**src/rtl/pipe_pkg.sv**
```systemverilog
// Shared definitions for the pipeline stage registers: default field widths,
// the NOP control word and the slot record layout.
package pipe_pkg;

  localparam int PC_W       = 32;
  localparam int REG_IDX_W  = 4;
  localparam int ALU_OP_W   = 4;
  localparam int DEF_DATA_W = 128;
  localparam int DEF_CTRL_W = 16;

  localparam logic [DEF_CTRL_W-1:0] CTRL_NOP = '0;

  typedef struct packed {
    logic                  valid;
    logic [DEF_CTRL_W-1:0] ctrl;
    logic [DEF_DATA_W-1:0] data;
  } slot_t;

  // Number of valid entries given the main and skid valid bits.
  function automatic logic [1:0] count_valid(input logic main_v, input logic skid_v);
    return {main_v & skid_v, main_v ^ skid_v};
  endfunction

endpackage

```
**src/rtl/pipe_slot_reg.sv**
```systemverilog
// One payload slot: load, drop, kill (highest priority) and async reset.
// The stored control word is always zero while the slot is invalid.
module pipe_slot_reg
  import pipe_pkg::*;
#(
  parameter int DATA_W   = DEF_DATA_W,
  parameter int CTRL_W   = DEF_CTRL_W,
  parameter bit CLR_DATA = 1'b0
) (
  input  logic              clk,
  input  logic              rst_n,
  input  logic              kill,
  input  logic              load,
  input  logic              drop,
  input  logic [DATA_W-1:0] load_data,
  input  logic [CTRL_W-1:0] load_ctrl,
  output logic              valid,
  output logic [DATA_W-1:0] data,
  output logic [CTRL_W-1:0] ctrl
);

  always_ff @(posedge clk or negedge rst_n) begin
    if (!rst_n) begin
      valid <= 1'b0;
      data  <= '0;
      ctrl  <= '0;
    end else if (kill) begin
      valid <= 1'b0;
      ctrl  <= '0;
      if (CLR_DATA) data <= '0;
    end else if (load) begin
      valid <= 1'b1;
      data  <= load_data;
      ctrl  <= load_ctrl;
    end else if (drop) begin
      // Data stays stale on a normal drain; only control must read as NOP.
      valid <= 1'b0;
      ctrl  <= '0;
    end
  end

endmodule

```
**src/rtl/pipe_skid_stage.sv**
```systemverilog
// Pipeline stage register with valid/ready handshake and a 2-entry skid buffer.
// Define PIPE_SKID_STAGE_PERF_EN to add saturating stall_cnt / flush_cnt outputs.
module pipe_skid_stage
  import pipe_pkg::*;
#(
  parameter int DATA_W   = DEF_DATA_W,
  parameter int CTRL_W   = DEF_CTRL_W,
  parameter bit CLR_DATA = 1'b0,
  parameter int PERF_W   = 32
) (
  input  logic              clk,
  input  logic              rst_n,
  input  logic              flush,
  input  logic              in_valid,
  output logic              in_ready,
  input  logic [DATA_W-1:0] in_data,
  input  logic [CTRL_W-1:0] in_ctrl,
  output logic              out_valid,
  input  logic              out_ready,
  output logic [DATA_W-1:0] out_data,
  output logic [CTRL_W-1:0] out_ctrl,
  output logic [1:0]        occupancy
`ifdef PIPE_SKID_STAGE_PERF_EN
  ,
  output logic [PERF_W-1:0] stall_cnt,
  output logic [PERF_W-1:0] flush_cnt
`endif
);

  logic              m_valid, s_valid;
  logic [DATA_W-1:0] m_data, s_data;
  logic [CTRL_W-1:0] m_ctrl, s_ctrl;
  logic              acc, pop;
  logic              m_load, m_drop, s_load, s_drop;
  logic [DATA_W-1:0] m_src_data;
  logic [CTRL_W-1:0] m_src_ctrl;

  assign acc = in_valid && in_ready && !flush;
  assign pop = m_valid && out_ready;

  // acc is impossible while S is full, so M refills from S in that case.
  assign m_load = (acc && (!m_valid || pop)) || (s_valid && pop && !flush);
  assign m_drop = m_valid && !s_valid && pop && !acc;
  assign s_load = m_valid && !pop && acc;
  assign s_drop = s_valid && pop;

  assign m_src_data = s_valid ? s_data : in_data;
  assign m_src_ctrl = s_valid ? s_ctrl : in_ctrl;

  pipe_slot_reg #(
    .DATA_W   (DATA_W),
    .CTRL_W   (CTRL_W),
    .CLR_DATA (CLR_DATA)
  ) u_main (
    .clk       (clk),
    .rst_n     (rst_n),
    .kill      (flush),
    .load      (m_load),
    .drop      (m_drop),
    .load_data (m_src_data),
    .load_ctrl (m_src_ctrl),
    .valid     (m_valid),
    .data      (m_data),
    .ctrl      (m_ctrl)
  );

  pipe_slot_reg #(
    .DATA_W   (DATA_W),
    .CTRL_W   (CTRL_W),
    .CLR_DATA (CLR_DATA)
  ) u_skid (
    .clk       (clk),
    .rst_n     (rst_n),
    .kill      (flush),
    .load      (s_load),
    .drop      (s_drop),
    .load_data (in_data),
    .load_ctrl (in_ctrl),
    .valid     (s_valid),
    .data      (s_data),
    .ctrl      (s_ctrl)
  );

  // Every output is a flop or a function of flops only.
  assign in_ready  = !s_valid;
  assign out_valid = m_valid;
  assign out_data  = m_data;
  assign out_ctrl  = m_ctrl;
  assign occupancy = count_valid(m_valid, s_valid);

`ifdef PIPE_SKID_STAGE_PERF_EN
  always_ff @(posedge clk or negedge rst_n) begin
    if (!rst_n) begin
      stall_cnt <= '0;
      flush_cnt <= '0;
    end else begin
      if (m_valid && !out_ready && (stall_cnt != '1)) stall_cnt <= stall_cnt + 1'b1;
      if (flush && m_valid && (flush_cnt != '1))      flush_cnt <= flush_cnt + 1'b1;
    end
  end
`endif

endmodule

```
**config.mk**
```make
export PLATFORM = sky130hd
export DESIGN_NAME = pipe_skid_stage
export DESIGN_NICKNAME = d
export VERILOG_FILES = /design/src/rtl/pipe_pkg.sv /design/src/rtl/pipe_slot_reg.sv /design/src/rtl/pipe_skid_stage.sv
export SDC_FILE = /design/constraint.sdc
export NUM_CORES = 1
export LEC_CHECK = 0
export CAP_MARGIN = 30
export CORE_ASPECT_RATIO = 1.1
export CORE_MARGIN = 2
export CORE_UTILIZATION = 30
export DETAILED_ROUTE_END_ITERATION = 6
export PLACE_DENSITY = 0.61
export SLEW_MARGIN = 20
export SYNTH_ARGS = -nofsm -noshare
export SYNTH_HDL_FRONTEND = slang
export SYNTH_SLANG_ARGS = --single-unit
```
**constraint.sdc**
```tcl
create_clock -name clk -period 3.17 [get_ports clk]
set_input_delay 0.317 -clock clk [delete_from_list [all_inputs] [get_ports clk]]
set_output_delay 0.317 -clock clk [all_outputs]
set_load 0.02 [all_outputs]
```
==> run metrics, run 1 <==
status complete, no violations; startpoint types flop; maximum vdd ir drop 0.486 mV; I/O pin count 297; Critical Path Max Stage Delay 0.66 ns; Initial DRC Count 458; area grow syn2layout 38.4%; worst-path cell chain inv_1, ha_1, inv_1, clkdlybuf4s50_1; asr flop ratio synth 1.00; H-tree depth 2; Avg WL per Cell 20.1 um; commonest non-fill, non-tap cells in the layout 295 x clkdlybuf4s50_1, 289 x dfrtp_1, 144 x mux2i_1; clock skew 0.0112 ns; FP Rows 78; Final ANT Viol Nets 0; Avg Inst Size Synth 12.7 um^2; port bufs 296; max cap viols 0; Syn Nets 1,134; Final Cell Area 17,300 um^2; final setup vio count 0; Post-synth EDFFs 0; DR DRC count 0; sequential share of the synthesized area 0.582; hpwl dp 22.2 mm; HP Class in2async; Worst Max-Slew Pin Slew 0.877 ns; fin crit share 0.791; count of final hold-check violations 0; CP bufs+invs 3; setup TNS 0 ns; CTS buffer count 35; die height 218 um; vias in the first global route 9,667; total global routing overflow 0; Die Span X 198 um; RSZ-0062 raised after global routing false; Root Driver clkbuf_16; final wirelength 36.8 mm; slowest cell on the critical path clkdlybuf4s50_1; top cells by area, synth dfrtp_1 58%, mux2i_1 12%, mux2_2 7.7%, a31oi_1 6.4%, a21oi_1 5.2%; CTS tree done; crit path max fanout 11; Synth top area share 0.582; initial antenna violation count 3; Nets 1,396; fin util 0.419; Placement Setup Slack 0.734 ns; CP required 2.85 ns; GPL Wtd Cong 0.743; TritonCTS Sinks 290; die area 43,200 um^2; CP Class reg2out; drt via density 5.10; Clock transition at path regs 0.06 ns; Fmax 399 MHz; placed inst area 16,100 um^2; CP arrival 2.19 ns; PnR Total Power 12.0 mW; total track usage 0.170; postcts setup bufs 0; CP delay by family, top buffers and inverters; 1st-pass router iterations 4; post-synthesis cell type with the largest combined area dfrtp_1; Critical Path End Type output pin; FF+latch count, synth 290; Synth Warn # 0; Clock Latency Late Sink 0.53 ns; first-pass GRT wire length 57.0 mm; core area 41,200 um^2; maximum clock path buffer count 3; layout cells sized above 1 0.136; static leakage 6.77 nW; Top FF cell, synth dfrtp_1; Vias 9,337; Critical Path Most Common Cell inv_1; Tmin final 2.51 ns; synth unique cells 28; largest net degree at the start of global routing 145; most common cell after layout, fill and taps aside clkdlybuf4s50_1; Slew headroom 0.415; Slew Limit Fails 0; Mapped Area 12,500 um^2; Cells after Synth 983; pwr dens 693 nW/um^2; worst setup margin 0.662 ns; Starting Density 0.303
report_power, final:
| group | internal (mW) | total, mW | leakage, nW | switching (mW) |
|---|---|---|---|---|
| sequential | 4.55 | 4.99 | 3.45 | 0.442 |
| combinational | 1.45 | 2.86 | 2.74 | 1.41 |
| clock | 2.52 | 4.12 | 0.581 | 1.60 |
| total | 8.52 | 12.0 | 6.77 | 3.45 |
Yosys cell counts (2+ instances only):
library cell	n
clkbuf_1	51
ha_1	2
o22ai_1	15
buf_1	7
a31oi_1	128
nand2b_1	2
a32o_1	16
buf_4	4
nand2_1	2
inv_1	19
mux2_2	85
dfrtp_1	290
nor3b_1	2
buf_2	32
mux2_1	44
a21oi_1	129
mux2i_1	144
cell type report:
class                      instances  area [um^2]
tap                              560          701
inverter                          19         73.8
clock inverter                    10          108
fill                            3962        23900
antenna                            1         2.50
sequential                       290         7260
timing repair buffer             319         3270
clock buffer                      51         1080
multi-input combinational        580         4770
flip-flops by register name, summed over array words and instances (netlist names):
signal / count
u_skid.ctrl: 16
u_skid.valid: 1
u_main.ctrl: 16
u_main.data: 128
u_skid.data: 128
u_main.valid: 1
per-stage QoR:
stage / cells / hold slack [ns]
floorplan: 983 / 0.0214
global placement: 1767 / 0.386
detailed placement: 1767 / 0.398
CTS: 1829 / 0.364
global route: 1830 / 0.398
finish: 1830 / 0.386
what timing repair did:
action	4_1_cts	5_1_grt
hold endpoints to repair	81	0
resized for setup	0	0
hold buffers	1	0
routing by layer:
metal	share of wire	GRT usage
met5	0.00062	0
met4	0.038	0.0769
met3	0.071	0.0486
met2	0.46	0.265
met1	0.43	0.218
cell families after synthesis:
family / Yosys count / synth area share
AO/OA/AOI/OAI: 293 / 0.139
adder cells (fa/ha/maj): 2 / 0.00200
buffers and inverters: 113 / 0.0384
flip-flops: 290 / 0.582
multiplexers: 273 / 0.232
AND/OR/NAND/NOR: 12 / 0.00672
path summary, 6_finish.rpt:
check / start / slack (ns) / cells after the start / endpoint
max: u_skid.valid / 0.66 / 4 / occupancy[0]
min: rst_n / 0.39 / 2 / u_skid.data[65]
max reg2reg: u_main.valid / 1.02 / 4 / u_main.data[87]
min reg2reg: u_skid.data[71] / 0.49 / 1 / u_skid.data[71]
max in group asynchronous: rst_n / 1.88 / 3 / u_skid.data[12]
min in group clk: in_data[79] / 0.41 / 2 / u_skid.data[79]
No activity file was read; power rests on OpenSTA's default activity.
==> run 2, diff against run 1 <==
--- a/config.mk
+++ b/config.mk
@@ -10,7 +10,7 @@
 export CORE_MARGIN = 2
 export CORE_UTILIZATION = 30
 export DETAILED_ROUTE_END_ITERATION = 6
-export PLACE_DENSITY = 0.61
+export PLACE_DENSITY = 0.63
 export SLEW_MARGIN = 20
 export SYNTH_ARGS = -nofsm -noshare
 export SYNTH_HDL_FRONTEND = slang
==> constraint.sdc (replaced) <==
create_clock -name clk -period 2.05 [get_ports clk]
set_input_delay 0.205 -clock clk [delete_from_list [all_inputs] [get_ports clk]]
set_output_delay 0.205 -clock clk [all_outputs]
set_load 0.02 [all_outputs]
==> run metrics, run 2 (same netlist as run 1, synthesis figures left out) <==
Clock transition at path regs 0.06 ns; Final ANT Viol Nets 0; TritonCTS Sinks 290; postcts setup bufs 0; crit path max fanout 9; Fmax 513 MHz; Placement Setup Slack -0.0373 ns; vias in the first global route 10.0k; startpoint types flop; GPL Wtd Cong 0.736; maximum vdd ir drop 0.575 mV; Pint 13.4 mW; drt via density 5.08; Clock power frac 0.348; setup TNS 0 ns; Critical Path End Type output pin; total global routing overflow 0; end of the worst register-to-register path u_main.data[36]; Initial DRC Count 515; Die Span X 198 um; H-tree depth 2; Sw Share 0.283; CTS buffer count 34; Slew headroom 0.463; Worst Max-Slew Pin Slew 0.806 ns; CP arrival 1.74 ns; clock skew 0.0142 ns; CP Class reg2out; Avg WL per Cell 20.1 um; Filler Cell Count 3,929; layout cells sized above 1 0.145; final setup vio count 0; max cap viols 0; port bufs 296; largest net degree at the start of global routing 105; Comb pwr share 0.238; core area 41,200 um^2; slowest cell on the critical path dfrtp_4; area grow syn2layout 40.1%; Nets 1,409; maximum clock path buffer count 3; I/O pin count 297; Root Driver clkbuf_16; 1st-pass router iterations 4; FP Rows 78; initial antenna violation count 2; commonest non-fill, non-tap cells in the layout 292 x clkdlybuf4s50_1, 289 x dfrtp_1, 144 x mux2i_1; total track usage 0.172; Psw 5.29 mW; R2R depth 5; Starting Density 0.303; fin crit share 0.951; Slew Limit Fails 0; most common cell after layout, fill and taps aside clkdlybuf4s50_1; static leakage 6.90 nW; status complete, no violations; RSZ-0062 raised after global routing false; reg2reg setup slack 0.22 ns; final std cells w/o fill 1,842; die area 43,200 um^2; Vias 9,360; Clock Latency Late Sink 0.53 ns; CP required 1.85 ns; HP Class in2async; worst setup margin 0.100 ns; count of final hold-check violations 0; worst r2r src u_skid.valid; first-pass GRT wire length 57.8 mm; Regs by FF count u_main.data (128), u_skid.data (128); CTS tree done; Critical Path Max Stage Delay 0.52 ns; final wirelength 37.0 mm; die height 218 um; worst-path cell chain buf_4, ha_1, dlygate4sd2_1; DR DRC count 0; pwr dens 1070 nW/um^2; sequential power share 0.414; Tmin final 1.95 ns; Inst Count DP 1,781; hpwl dp 23.0 mm
## run 2: changes by cell type in the layout (fill, tap and decap cells not counted), sizes merged
| cell | before | now |
|---|---|---|
| clkbuf | 51 | 48 |
| buf | 23 | 38 |
| clkinvlp | 3 | 0 |
| bufinv | 2 | 5 |
| inv | 19 | 20 |
| clkdlybuf4s50 | 295 | 292 |
| dlygate4sd2 | 0 | 2 |
## run 2: power by group through the flow
stage | Combinational [mW] | Sequential [mW] | Clock, mW
floorplan | 1.66 | 8.37 | 0
global placement | 4.42 | 7.78 | 0
detailed placement | 4.50 | 7.83 | 0
CTS | 4.51 | 7.74 | 6.71
global route | 4.81 | 7.89 | 6.97
finish | 4.45 | 7.74 | 6.51
## run 2: timing repair
action                                 CTS  global route
gates resized for setup                  5             2
endpoints found under the hold margin   52             0
setup endpoints to repair                3             1
hold buffers                             1             0
cloned                                   0             0
## run 2: metrics by stage
step	utilization	power, mW	instance area [um^2]	hold slack [ns]
3_5_place_dp	0.395	12.3	16300	0.183
3_3_place_gp	0.395	12.2	16300	0.181
4_1_cts	0.425	19.0	17500	0.190
6_report	0.425	18.7	17500	0.204
2_1_floorplan	-	10.0	12500	-0.0906
5_1_grt	0.425	19.7	17500	0.232
## run 2: how the worst max path moves through the flow
| stage | depth (start not counted) | endpoint | startpoint | slack, ns |
|---|---|---|---|---|
| after global routing | 3 | occupancy[1] | u_skid.valid | 0.04 |
| after detailed placement | 5 | u_skid.data[13] | out_ready | -0.04 |
| final | 3 | occupancy[1] | u_skid.valid | 0.10 |
| after CTS | 4 | occupancy[0] | u_skid.valid | 0.02 |
| after floorplan | 8 | u_main.ctrl[15] | u_skid.valid | 0.02 |
| after global placement | 5 | u_skid.data[30] | out_ready | -0.03 |
## run 2: worst max-delay path, delay by kind of cell, from the launching register on
family	cells	cell delay, ns
buffers and inverters	2	0.51
DFF	1	0.52
adders and majority gates	1	0.19
## run 2: layout make-up
type                            instances  area (um^2)  share of cell area
Clock inverter                         11          184              0.0105
Tap cell                              560          701              0.0401
Timing Repair Buffer                  333         3480               0.199
Multi-Input combinational cell        580         4760               0.272
Sequential cell                       290         7260               0.415
Clock buffer                           48         1020              0.0586
Inverter                               19         73.8             0.00422
Antenna cell                            1         2.50            0.000143
## run 2: metal layers
| metal | up-vias | global-route usage | part of all wire |
|---|---|---|---|
| met4 | 0 | 0.0863 | 0.041 |
| met1 | 4803 | 0.217 | 0.43 |
| li1 | 4228 | - | - |
| met3 | 75 | 0.0431 | 0.061 |
| met5 | - | 0 | 0 |
| met2 | 254 | 0.273 | 0.47 |
